**src/rtl/uart_tx_pkg.sv**
```systemverilog
// Shared encodings for the UART transmit path: mux select codes, line levels
// and the controller state encoding.
package uart_tx_pkg;

  // Mux select codes; the downstream TX mux decodes these same values.
  localparam logic [2:0] SEL_IDLE   = 3'd0;
  localparam logic [2:0] SEL_START  = 3'd1;
  localparam logic [2:0] SEL_DATA   = 3'd2;
  localparam logic [2:0] SEL_PARITY = 3'd3;
  localparam logic [2:0] SEL_STOP   = 3'd4;

  localparam logic START_BIT = 1'b0;
  localparam logic STOP_BIT  = 1'b1;

  typedef enum logic [2:0] {
    ST_IDLE   = 3'd0,
    ST_START  = 3'd1,
    ST_DATA   = 3'd2,
    ST_PARITY = 3'd3,
    ST_STOP   = 3'd4
  } tx_state_t;

endpackage

```
**src/rtl/uart_tx_serializer.sv**
```systemverilog
// Payload shift register and bit counter; presents the current data bit
// and flags the last data bit of the frame.
module uart_tx_serializer #(
  parameter  int DATA_WIDTH = 8,
  localparam int CNT_W      = $clog2(DATA_WIDTH)
) (
  input  logic                  clk,
  input  logic                  rst,
  input  logic                  load,
  input  logic                  shift,
  input  logic [DATA_WIDTH-1:0] load_data,
  output logic                  serial_data,
  output logic                  done
);

  localparam logic [CNT_W-1:0] LAST_IDX = CNT_W'(DATA_WIDTH - 1);

  logic [DATA_WIDTH-1:0] shift_reg;
  logic [DATA_WIDTH-1:0] shift_next;
  logic [CNT_W-1:0]      cnt_reg;

  // Load takes priority; otherwise shift right with zero fill at the MSB.
  for (genvar gi = 0; gi < DATA_WIDTH; gi++) begin : g_shift
    if (gi == DATA_WIDTH - 1) begin : g_msb
      assign shift_next[gi] = load ? load_data[gi] : 1'b0;
    end else begin : g_lower
      assign shift_next[gi] = load ? load_data[gi] : shift_reg[gi+1];
    end
  end

  always_ff @(posedge clk or negedge rst) begin
    if (!rst) begin
      shift_reg <= '0;
      cnt_reg   <= '0;
    end else if (load) begin
      shift_reg <= shift_next;
      cnt_reg   <= '0;
    end else if (shift) begin
      shift_reg <= shift_next;
      cnt_reg   <= cnt_reg + 1'b1;
    end
  end

  assign serial_data = shift_reg[0];
  assign done        = (cnt_reg == LAST_IDX);

endmodule

```
**src/rtl/uart_tx_ctrl.sv**
```systemverilog
// UART transmit frame sequencer: start, LSB-first data, optional parity, stop.
// Drives the TX mux select, the current data bit and the frame parity.
module uart_tx_ctrl
  import uart_tx_pkg::*;
#(
  parameter int DATA_WIDTH = 8
) (
  input  logic                  clk,
  input  logic                  rst,
  input  logic [DATA_WIDTH-1:0] p_data,
  input  logic                  data_valid,
  input  logic                  par_en,
  input  logic                  par_typ,
  output logic [2:0]            sel,
  output logic                  serial_data,
  output logic                  parity,
  output logic                  busy
);

  tx_state_t  state_reg;
  logic [2:0] sel_reg;
  logic       busy_reg;
  logic       par_en_q;
  logic       par_typ_q;
  logic       data_xor_q;
  logic       accept;
  logic       last_bit;

  assign accept = (state_reg == ST_IDLE) && data_valid;

  uart_tx_serializer #(
    .DATA_WIDTH (DATA_WIDTH)
  ) u_serializer (
    .clk         (clk),
    .rst         (rst),
    .load        (accept),
    .shift       (state_reg == ST_DATA),
    .load_data   (p_data),
    .serial_data (serial_data),
    .done        (last_bit)
  );

  // sel/busy are registered alongside the state so they always track it.
  always_ff @(posedge clk or negedge rst) begin
    if (!rst) begin
      state_reg  <= ST_IDLE;
      sel_reg    <= SEL_IDLE;
      busy_reg   <= 1'b0;
      par_en_q   <= 1'b0;
      par_typ_q  <= 1'b0;
      data_xor_q <= 1'b0;
    end else begin
      case (state_reg)
        ST_IDLE: begin
          if (data_valid) begin
            state_reg  <= ST_START;
            sel_reg    <= SEL_START;
            busy_reg   <= 1'b1;
            par_en_q   <= par_en;
            par_typ_q  <= par_typ;
            data_xor_q <= ^p_data;
          end
        end
        ST_START: begin
          state_reg <= ST_DATA;
          sel_reg   <= SEL_DATA;
        end
        ST_DATA: begin
          if (last_bit) begin
            if (par_en_q) begin
              state_reg <= ST_PARITY;
              sel_reg   <= SEL_PARITY;
            end else begin
              state_reg <= ST_STOP;
              sel_reg   <= SEL_STOP;
            end
          end
        end
        ST_PARITY: begin
          state_reg <= ST_STOP;
          sel_reg   <= SEL_STOP;
        end
        ST_STOP: begin
          state_reg <= ST_IDLE;
          sel_reg   <= SEL_IDLE;
          busy_reg  <= 1'b0;
        end
        default: begin
          state_reg <= ST_IDLE;
          sel_reg   <= SEL_IDLE;
          busy_reg  <= 1'b0;
        end
      endcase
    end
  end

  assign sel    = sel_reg;
  assign busy   = busy_reg;
  // Both terms are registered at acceptance, so parity is stable per frame.
  assign parity = data_xor_q ^ par_typ_q;

endmodule

```
**config.mk**
```make
export PLATFORM = sky130hd
export DESIGN_NAME = uart_tx_ctrl
export DESIGN_NICKNAME = d
export VERILOG_FILES = /design/src/rtl/uart_tx_pkg.sv /design/src/rtl/uart_tx_serializer.sv /design/src/rtl/uart_tx_ctrl.sv
export SDC_FILE = /design/constraint.sdc
export NUM_CORES = 1
export LEC_CHECK = 0
export ABC_AREA = 1
export CORE_MARGIN = 2
export CORE_UTILIZATION = 40
export CTS_BUF_LIST = sky130_fd_sc_hd__clkbuf_16
export CTS_CLUSTER_SIZE = 16
export DETAILED_ROUTE_END_ITERATION = 10
export HOLD_SLACK_MARGIN = 0.06
export PLACE_DENSITY_LB_ADDON = 0.08
export SYNTH_ARGS = -nofsm -noshare
export SYNTH_HDL_FRONTEND = slang
export SYNTH_SLANG_ARGS = --single-unit
```
**constraint.sdc**
```tcl
create_clock -name clk -period 1.4 [get_ports clk]
set_clock_uncertainty 0.2 [all_clocks]
set_input_delay 0.35 -clock clk [delete_from_list [all_inputs] [get_ports clk]]
set_output_delay 0.35 -clock clk [all_outputs]
set_load 0.05 [all_outputs]
```
; ---- Word-level counts from Yosys, hierarchy flattened
; Index checks and enable logic that the tools add are counted.
[totals]
input_bits = 13
output_inout_bits = 6
register_bits = 18
elab_cells = 42
[op_classes]
n_mux = 18
eq_ne = 6
reduce_logical = 8
bitwise_logic = 2
addsub = 1
[ops]
columns = cell, n
row1 = $mux W8, 2
row2 = $mux W3, 5
row3 = $pmux W3 S4, 1
row4 = $mux W1, 9
row5 = $reduce_xor A8 Y1, 1
row6 = $eq A3 B2 Y1 const B, 2
row7 = $reduce_and A2 Y1, 3
row8 = $ne A2 B2 Y1 const B, 2
row9 = $add A3 B1 Y3 const B, 1
row10 = $eq A3 B1 Y1 const B, 1
row11 = $eq A3 B3 Y1 const B, 1
row12 = $logic_not A3 Y1, 1
row13 = $reduce_or A3 Y1, 1
row14 = $pmux W1 S2, 1
row15 = $reduce_bool A2 Y1, 1
row16 = $logic_and A1 B1 Y1, 1
row17 = $not A1 Y1, 1
row18 = $xor A1 B1 Y1, 1

; ---- Logic depth before layout (Yosys ltp)
; Gate-level depths: netlist of run 1.
[logic_depth]
ltp_word = 5
ltp_mapped = 8
mapped_depth_nobuf = 8

; ---- By module
; Synthesis of run 1 repeated with hierarchy kept, for this count alone.
[hier_totals]
cells_unflattened = 142
area_unflattened_um2 = 1058.5
[by_module_without_submodules]
columns = mod, cells_each, seq_area_each_um2, area_per_inst_um2, n_inst
row1 = uart_tx_ctrl, 84, 175.2, 541.8, 1
row2 = uart_tx_serializer, 58, 275.3, 516.7, 1

; ---- Least setup slack after synthesis of run 1
; Ideal clock, no wire load.
[synth_timing]
path_type = flip-flop to output port
from = register par_typ_q
to = output port parity
t_arrival_ns = 1.139
required_time_ns = 0.850
slack_ns = -0.289
n_path_buf = 0
stages_incl_launch_ff = 2
cell_sequence = dfrtp_1 -> xor2_1
[synth_via]
elab_chain_len = 1
[synth_rtl]
columns = element, line
row1 = from (decl), uart_tx_ctrl.sv:24  ; logic par_typ_q;
row2 = from (signal assigned), uart_tx_ctrl.sv:60  ; par_typ_q <= par_typ;
row3 = $xor A1 B1 Y1, uart_tx_ctrl.sv:100  ; assign parity = data_xor_q ^ par_typ_q;
row4 = to (decl), uart_tx_ctrl.sv:16  ; output logic parity,
; Every way passes these cells.

; ---- Worst setup path in the final report of run 1
[layout_timing]
from = register data_xor_q
to = output port parity
[layout_via]
elab_chain_len = 1
[layout_rtl]
columns = element, line
row1 = from (decl), uart_tx_ctrl.sv:25  ; logic data_xor_q;
row2 = from (signal assigned), uart_tx_ctrl.sv:61  ; data_xor_q <= ^p_data;
row3 = $xor A1 B1 Y1, uart_tx_ctrl.sv:100
; Every way passes these cells.

==> impl_metrics.csv, run 1 <==
group,metric,value,unit
pwr,power.switching,0.00175,W
routing,wl_per_cell,11.7,µm
timing,maxSlewViolCount,0,
synth,async_flop_share,100,%
place,post-dp-hpwl,1820,µm
timing,fin_setup_tns,-1490,ps
worst_setup_path,worstPathMaxFanout,2,
worst_setup_path,r2r_end,"sel[1]",
worst_setup_path,endpoint_kind,"output port",
synth,yosysWarningCount,0,
synth,synth_common_cells,"nand2_1 (64), dfrtp_1 (18), inv_1 (14)",
pwr,peakVddDrop,0.00170,V
worst_setup_path,required,850,ps
pwr,pwr-share-comb,62.9,%
worst_setup_path,rr_startpoint,"sel[2]",
final_layout,fillers,198,
routing,drt_pass1_iterations,4,
worst_setup_path,slowest_delay,400,ps
final_layout,syn2layout_area_growth,70.3,%
pwr,clkPwrFrac,13.5,%
worst_setup_path,rr_worst_depth,6,
global_routing,overflow,0,
pwr,switching_share,41.3,%
cts,clk-insertion-delay-late,250,ps
synth,yosysTopAreaCellShare,44.2,%
final_layout,largest_register_ffs,8,
run_status,outcome,"complete, but fails checks",
routing,vias_per_cell,4.69,
synth,ys_seq_area_share,44.2,%
global_routing,grt_pass1_wl,4160,µm
place,port_buffers,18,
worst_setup_path,r2r_setup_slack,-110,ps
timing,rsz0062_at_grt,"true",
timing,fin_crit_sh,112,%
synth,synth_largest_area_cell,"dfrtp_1",
pwr,powerDensity,2450,mW/mm²
floorplan,core_region_area,0.00245,mm²
run_status,violations,"negative setup slack",
global_routing,grt_max_degree,19,
synth,synth_flop_cell,"dfrtp_1",
timing,fin_crit,1570,ps
final_layout,drive_above_1_share,37.4,%
pwr,p_int,0.00249,W
final_layout,nets,203,
timing,max_freq,636,MHz
synth,synth_edf_count,0,
floorplan,rows,18,
routing,antenna_left,0,
routing,via_count,1018,
synth,synth_area,0.00102,mm²
final_layout,fin_area,0.00173,mm²
cts,cts_root_buf,"clkbuf_16",
timing,setup_viol,18,
cts,clock-sinks,18,
synth,synth.most_common_cell,"nand2_1",
job,drv_cap,0,
routing,wl,2540,µm
final_layout,multiInputGateArea,572,µm²
timing,tightest_slew,241,ps
worst_setup_path,crit_type,"flip-flop to output port",
worst_setup_path,crit_chain,"xor2_2, buf_12",
place,placed_area,0.00146,mm²
worst_setup_path,crit_path_start_kind,"flip-flop",
cts,cts_tree,"done",
synth,avgSynthCellArea,7.43,µm²
cts,cts_inserted_buffers,3,
timing,hold_violations,0,
synth,syn_nets,152,
timing,slew_headroom,84.0,%
pwr,leakage,0.894,nW
floorplan,die_w,54.5,µm
cts,h-tree-depth,1,
pwr,pwr-share-seq,23.6,%
worst_setup_path,crit_arrival,1020,ps
cts,clockBufferDepth,2,
global_routing,grtUsageTotal,19.7,%
timing,setup_slack,-171,ps
routing,drcViolationCount,0,
global_routing,grt_pass1_vias,1000,
global_routing,antenna_found_initial,0,
final_layout,seqCellArea,454,µm²
synth,synth_cell_type_count,24,
final_layout,n_antenna_cell,0,
synth,ys_ff_latch,18,
worst_setup_path,slowest_stage,"dfrtp_1",
floorplan,die_h,54.5,µm
hold_path,hold_path_class,"input port to asynchronous set/reset pin",
floorplan,ioPinCount,19,
floorplan,die_area,0.00297,mm²
synth,syn-instance-count,137,
place,gp_congestion,0.824,
floorplan,initial_core_util,41.5,%
synth,synth_area_leaders,"dfrtp_1 (44%), nand2_1 (24%), inv_1 (5.2%), nor2_1 (2.6%), a31oi_1 (2.5%)",
cts,clk_pin_slew,50,ps
routing,drtIter0Drc,20,
## power groups by stage
stage               clock network, W  logic, W  registers (W)
floorplan                          0  0.000947        0.00119
global placement                   0   0.00205       0.000972
detailed placement                 0   0.00210       0.000983
CTS                         0.000583   0.00242       0.000988
global route                0.000606   0.00289        0.00103
finish                      0.000573   0.00267        0.00100
## how the worst max path moves through the flow
stage	start	to	slack (ps)
2_1_floorplan	sel[1]	sel[1]	-110
3_3_place_gp	data_valid	u_serializer.shift_reg[0]	-370
3_5_place_dp	data_valid	u_serializer.shift_reg[0]	-430
4_1_cts	par_typ_q	parity	-180
5_1_grt	data_xor_q	parity	-200
6_report	data_xor_q	parity	-170
## layer usage
metal	vias to the layer above	global-route usage, %	routed length, µm
li1	529	-	-
met4	0	6.25	21
met5	-	0	0
met2	17	34.3	1310
met3	4	4.37	80
met1	468	23.9	1130
## layout by cell type, fill, tap and decap left out, types with 2 or more instances in the layout
cell / n
nand2_1: 59
nand2_4: 3
clkdlybuf4s50_1: 7
nor2_2: 5
o21ai_2: 3
inv_4: 2
buf_6: 10
buf_12: 8
dfrtp_2: 3
clkbuf_16: 3
a21oi_1: 3
o21ai_0: 2
inv_1: 12
dfrtp_1: 15
ha_1: 2
nand2_2: 4
a31oi_1: 4
inv_2: 2
o211ai_1: 2
nor2_4: 4
buf_4: 16
dlygate4sd2_1: 5
## cell families after synthesis
group / synth area share [%]
buffers and inverters: 7.86
adders and majority gates: 2.46
AOI/OAI and AO/OA: 9.95
xor gates and xnor gates: 1.72
and+or+nand+nor: 33.8
DFF: 44.2
## area by class of cell
class	count	area share, %
tap	30	2.16
clock buffer	3	4.33
timing repair buffer	46	29.2
multi-input combinational	101	33.0
sequential	18	26.2
inverter	17	4.40
timing repair inverter	1	0.505
clock inverter	1	0.216
## worst max-delay path, delay by kind of cell (launching register included)
family / cells / cell delay, ps
flops: 1 / 400
buf+inv: 1 / 160
xor+xnor: 1 / 210
## stage by stage
stage	setup WS [ps]	hold slack (ps)	total power [W]	std cells	utilization [%]
after global placement	-369	262	0.00303	203	59.3
after floorplan	-106	-146	0.00214	137	-
after detailed placement	-427	272	0.00308	203	59.3
final	-171	245	0.00424	217	70.6
after global routing	-204	275	0.00453	217	70.6
after CTS	-184	254	0.00399	213	67.0
## what timing repair did
| item | CTS | global route |
|---|---|---|
| setup endpoints to repair | 21 | 21 |
| cloned | 0 | 1 |
| buffers inserted | 6 | 3 |
| pin swaps | 8 | 8 |
| hold buffers | 0 | 0 |
| resized for setup | 24 | 18 |
| endpoints found under the hold margin | 0 | 0 |
Power figures use the tool's default switching activity.
==> run 2, diff against run 1 <==
Settings changed: ABC_AREA 1 to not set, PLACE_DENSITY_LB_ADDON 0.08 to 0.12.
==> impl_metrics.csv, run 2 <==
group,metric,value,unit
worst_setup_path,r2r_setup_slack,-90,ps
routing,vias_per_cell,4.90,
job,drv_cap,0,
worst_setup_path,crit_chain,"xor2_4, buf_12",
global_routing,grtUsageTotal,18.6,%
place,pre_cts_slack,-440,ps
run_status,violations,"negative setup slack",
worst_setup_path,endpoint_kind,"output port",
cts,clock-sinks,18,
timing,rsz0062_at_grt,"true",
cts,cts_tree,"done",
final_layout,layout_commonest_cell,"nand2_1",
global_routing,grt_max_degree,19,
pwr,powerDensity,2430,mW/mm²
timing,max_freq,632,MHz
worst_setup_path,rr_worst_depth,4,
timing,setup_slack,-182,ps
cts,cts_root_buf,"clkbuf_16",
global_routing,grt_pass1_wl,3600,µm
final_layout,largest_register_ffs,8,
synth,avgSynthCellArea,9.73,µm²
worst_setup_path,crit_arrival,1030,ps
worst_setup_path,r2r_end,"u_serializer.shift_reg[2]",
floorplan,core_region_area,0.00215,mm²
pwr,p_total,0.00383,W
routing,wl,2130,µm
routing,drcViolationCount,0,
cts,hold_buffers,0,
synth,ys_seq_area_share,50.8,%
timing,fin_crit_sh,113,%
final_layout,finalCoreUtilization,73.3,%
floorplan,ioPinCount,19,
synth,async_flop_share,100,%
synth,synth_edf_count,0,
synth,synth_area,886,µm²
timing,maxSlewViolCount,0,
run_status,outcome,"complete, but fails checks",
final_layout,multiInputGateArea,536,µm²
synth,ys_ff_latch,18,
worst_setup_path,crit_type,"flip-flop to output port",
worst_setup_path,slowest_stage,"dfrtp_2",
synth,synth_largest_area_cell,"dfrtp_1",
final_layout,fillers,148,
synth,yosysTopAreaCellShare,50.8,%
synth,synth_common_cells,"dfrtp_1 (18), nand2_1 (18), a21oi_1 (13)",
floorplan,die_w,51.1,µm
routing,drt_pass1_iterations,4,
worst_setup_path,rr_startpoint,"sel[0]",
worst_setup_path,required,850,ps
final_layout,nets,150,
worst_setup_path,critPathLaunch,"data_xor_q",
timing,tightest_slew,233,ps
pwr,peakVddDrop,0.00138,V
final_layout,fin_area,0.00158,mm²
worst_setup_path,crit_path_start_kind,"flip-flop",
routing,antenna_left,0,
worst_setup_path,cpLargestDelayFamily,"flip-flops",
timing,slew_headroom,84.4,%
routing,via_count,793,
timing,setup_viol,15,
final_layout,seqCellArea,457,µm²
timing,fin_crit,1580,ps
global_routing,overflow,0,
floorplan,die_h,51.1,µm
synth,synth_area_leaders,"dfrtp_1 (51%), xnor2_1 (7.9%), nand2_1 (7.6%), a21oi_1 (7.3%), nor2_1 (4.7%)",
cts,clk_pin_slew,50,ps
synth,synth_cell_type_count,22,
pwr,leakage,0.715,nW
final_layout,n_antenna_cell,0,
worst_setup_path,path_depth,2,
floorplan,die_area,0.00261,mm²
place,post-dp-hpwl,1390,µm
final_layout,drive_above_1_share,50.7,%
timing,hold_violations,0,
worst_setup_path,worstPathMaxFanout,2,
worst_setup_path,crit_end,"parity",
global_routing,antenna_found_initial,0,
floorplan,initial_core_util,41.2,%
final_layout,syn2layout_area_growth,77.8,%
cts,h-tree-depth,1,
synth,syn-instance-count,91,
routing,drtIter0Drc,12,
synth,synth_flop_cell,"dfrtp_1",
routing,wl_per_cell,13.2,µm
floorplan,rows,17,
cts,cts_inserted_buffers,3,
hold_path,hold_path_class,"input port to flip-flop",
worst_setup_path,crit_buf_inv,1,
cts,clk-insertion-delay-late,250,ps
synth,syn_nets,106,
global_routing,grt_pass1_vias,821,
worst_setup_path,slowest_delay,440,ps
synth,yosysWarningCount,0,
place,placed_area,0.00132,mm²
cts,clockBufferDepth,2,
final_layout,layout_common_cells,"nand2_1 (14), dfrtp_1 (13), buf_4 (13)",
place,port_buffers,18,
place,gp_congestion,0.738,
## run 2: changes by cell type after synthesis, moves of 4 or more
cell | before | now
nand2_1 | 64 | 18
a21oi_1 | 3 | 13
inv_1 | 14 | 1
nor2_1 | 7 | 11
a31oi_1 | 4 | 0
xnor2_1 | 0 | 8
## run 2: cell families after synthesis
logic type / after synthesis / synth area share, %
buffers and inverters: 4 / 3.39
AOI/OAI and AO/OA: 18 / 11.4
muxes: 1 / 1.13
xor gates and xnor gates: 9 / 8.90
DFF: 18 / 50.8
adders and majority gates: 2 / 2.82
and+or+nand+nor: 39 / 21.5
## run 2: worst reg2reg max path: stages, from the launching register on
cell and delay, ps:
dfrtp_2 420, buf_6 140, or3_4 460, nor2_2 120, a21oi_2 40
## run 2: report_power, final
group	switching (W)	internal (W)	total [W]
registers	0.000203	0.000782	0.000986
clock network	0.000195	0.000380	0.000574
logic	0.00111	0.00116	0.00227
## run 2: layout make-up
cell class / instances / share of cell area (%)
multi-input cells: 70 / 34.0
repair buffers: 41 / 29.5
flip-flops and latches: 18 / 29.0
clock buffers: 3 / 4.77
well taps: 28 / 2.22
clock inverters: 1 / 0.238
inverters: 1 / 0.238
## run 2: metrics by stage
| step | hold slack [ps] | TNS, ps | std cells |
|---|---|---|---|
| 2_1_floorplan | -146 | -2290 | 91 |
| 3_3_place_gp | 283 | -5360 | 151 |
| 3_5_place_dp | 292 | -5720 | 151 |
| 4_1_cts | 254 | -1270 | 160 |
| 5_1_grt | 209 | -1510 | 162 |
| 6_report | 172 | -1080 | 162 |
## run 2: timing repair
item,CTS,global route
setup buffers,4,2
endpoints found under the hold margin,0,0
gates resized for setup,23,20
cloned,1,0
pin swaps,14,11
endpoints found under the setup margin,19,19
## run 2: how the worst min path moves through the flow
| stage | startpoint | to | slack (ps) | cells past startpoint |
|---|---|---|---|---|
| global route | p_data[7] | u_serializer.shift_reg[7] | 210 | 3 |
| floorplan | rst | busy | -150 | 0 |
| detailed placement | u_serializer.shift_reg[5] | u_serializer.shift_reg[5] | 290 | 2 |
| CTS | rst | u_serializer.shift_reg[1] | 250 | 2 |
| global placement | u_serializer.shift_reg[6] | u_serializer.shift_reg[5] | 280 | 2 |
| finish | p_data[7] | u_serializer.shift_reg[7] | 170 | 3 |
## run 2: per-layer routing
| layer | track usage (%) | vias to the layer above | share of wire, % |
|---|---|---|---|
| met5 | 0 | - | 0 |
| met4 | 9.46 | 0 | 1.1 |
| met3 | 2.05 | 2 | 3.1 |
| met2 | 32.9 | 16 | 52 |
| met1 | 22.2 | 383 | 44 |
| li1 | - | 392 | - |
==> run 3, diff against run 2 <==
Clock period 1.4 ns to 1.3 ns, I/O delays scaled along.
==> impl_metrics.csv, run 3 (synthesis results as in run 2) <==
group,metric,value,unit
final_layout,drive_above_1_share,53.7,%
final_layout,layout_common_cells,"dfrtp_1 (13), nand2_1 (12), buf_4 (12)",
global_routing,grt_pass1_wl,3610,µm
place,pre_cts_slack,-504,ps
place,post-dp-hpwl,1360,µm
timing,rsz0062_at_grt,"true",
cts,cts_inserted_buffers,3,
job,drv_cap,0,
worst_setup_path,crit_type,"flip-flop to output port",
place,gp_congestion,0.757,
cts,cts_tree,"done",
timing,maxSlewViolCount,0,
routing,wl,2300,µm
routing,drcViolationCount,0,
pwr,powerDensity,2620,mW/mm²
timing,setup_slack,-258,ps
floorplan,initial_core_util,41.2,%
routing,via_count,823,
timing,fin_setup_tns,-2790,ps
routing,wl_per_cell,14.0,µm
worst_setup_path,crit_path_start_kind,"flip-flop",
cts,hold_buffers,0,
worst_setup_path,worstPathMaxFanout,2,
final_layout,syn2layout_area_growth,84.2,%
routing,vias_per_cell,5.02,
timing,hold_violations,0,
worst_setup_path,required,770,ps
global_routing,grtUsageTotal,19.3,%
timing,fin_crit_sh,120,%
worst_setup_path,crit_arrival,1030,ps
pwr,leakage,0.752,nW
pwr,peakVddDrop,0.00149,V
floorplan,die_h,51.1,µm
worst_setup_path,endpoint_kind,"output port",
routing,drtIter0Drc,10,
final_layout,largest_register_ffs,8,
floorplan,die_area,0.00261,mm²
routing,drt_pass1_iterations,4,
routing,antenna_left,0,
hold_path,hold_path_class,"input port to asynchronous set/reset pin",
cts,clk_pin_slew,50,ps
run_status,violations,"negative setup slack",
global_routing,antenna_found_initial,0,
cts,cts_root_buf,"clkbuf_16",
floorplan,die_w,51.1,µm
cts,h-tree-depth,1,
timing,whs,223,ps
global_routing,overflow,0,
timing,tightest_slew,229,ps
cts,clockBufferDepth,2,
floorplan,rows,17,
timing,fin_crit,1560,ps
timing,setup_viol,22,
final_layout,finalCoreUtilization,75.9,%
final_layout,nets,152,
timing,slew_headroom,84.7,%
floorplan,core_region_area,0.00215,mm²
place,port_buffers,18,
final_layout,n_antenna_cell,0,
timing,max_freq,642,MHz
run_status,outcome,"complete, but fails checks",
floorplan,ioPinCount,19,
cts,clk-insertion-delay-late,250,ps
cts,clock-sinks,18,
global_routing,grt_pass1_vias,793,
final_layout,layout_commonest_cell,"dfrtp_1",
global_routing,grt_max_degree,19,
==> run 3: cell count changes in the layout (fill, tap and decap cells not counted), sizes merged <==
cell,delta
inv,+1
buf,+2
clkinv,-1
dlymetal6s2s,+1
clkdlybuf4s50,-1
==> run 3: final timing paths <==
kind	start	end	slack, ps	depth (start not counted)
setup / recovery	par_typ_q	parity	-260	2
min in group clk	p_data[0]	u_serializer.shift_reg[0]	230	3
hold reg to reg	u_serializer.shift_reg[1]	u_serializer.shift_reg[0]	320	2
hold / removal	rst	busy	220	2
max in group asynchronous	rst	data_xor_q	530	2
setup reg to reg	sel[1]	u_serializer.shift_reg[3]	-190	6
==> run 3: area by class of cell <==
type                            count  area [µm²]
Multi-Input combinational cell     70         563
Inverter                            1        3.75
Timing Repair Buffer               43         494
Sequential cell                    18         457
Clock buffer                        3        75.1
Clock inverter                      1        3.75
Fill cell                         144         517
Tap cell                           28        35.0
==> run 3: worst max-delay path: stages, from the launching register on <==
cell	delay (ps)
dfrtp_2	440
xor2_4	200
buf_12	150
==> run 3: repair_timing <==
action                     4_1_cts  5_1_grt
setup buffers                    9        2
setup endpoints to repair       21       22
pin swaps                       21        7
resized for setup               29       18
cloned                           1        0
==> run 3: layer usage <==
layer	routed length [µm]	vias to the layer above	track usage [%]
met5	0	-	0
met4	57	0	9.46
met3	94	7	3.80
met2	1160	20	33.3
met1	986	402	22.6
li1	-	394	-
==> run 3: stage by stage <==
| step | power, W | area, µm² | cells |
|---|---|---|---|
| 4_1_cts | 0.00411 | 1560 | 163 |
| 3_5_place_dp | 0.00307 | 1330 | 149 |
| 3_3_place_gp | 0.00301 | 1330 | 149 |
| 2_1_floorplan | 0.00222 | 942 | 91 |
| 5_1_grt | 0.00450 | 1630 | 164 |
| 6_report | 0.00427 | 1630 | 164 |
==> run 3: power by group <==
group | total [W] | internal (W) | leakage (nW) | switching (W)
logic | 0.00256 | 0.00133 | 0.495 | 0.00124
clock network | 0.000622 | 0.000409 | 0.0423 | 0.000213
registers | 0.00108 | 0.000842 | 0.215 | 0.000240
total | 0.00427 | 0.00258 | 0.752 | 0.00169
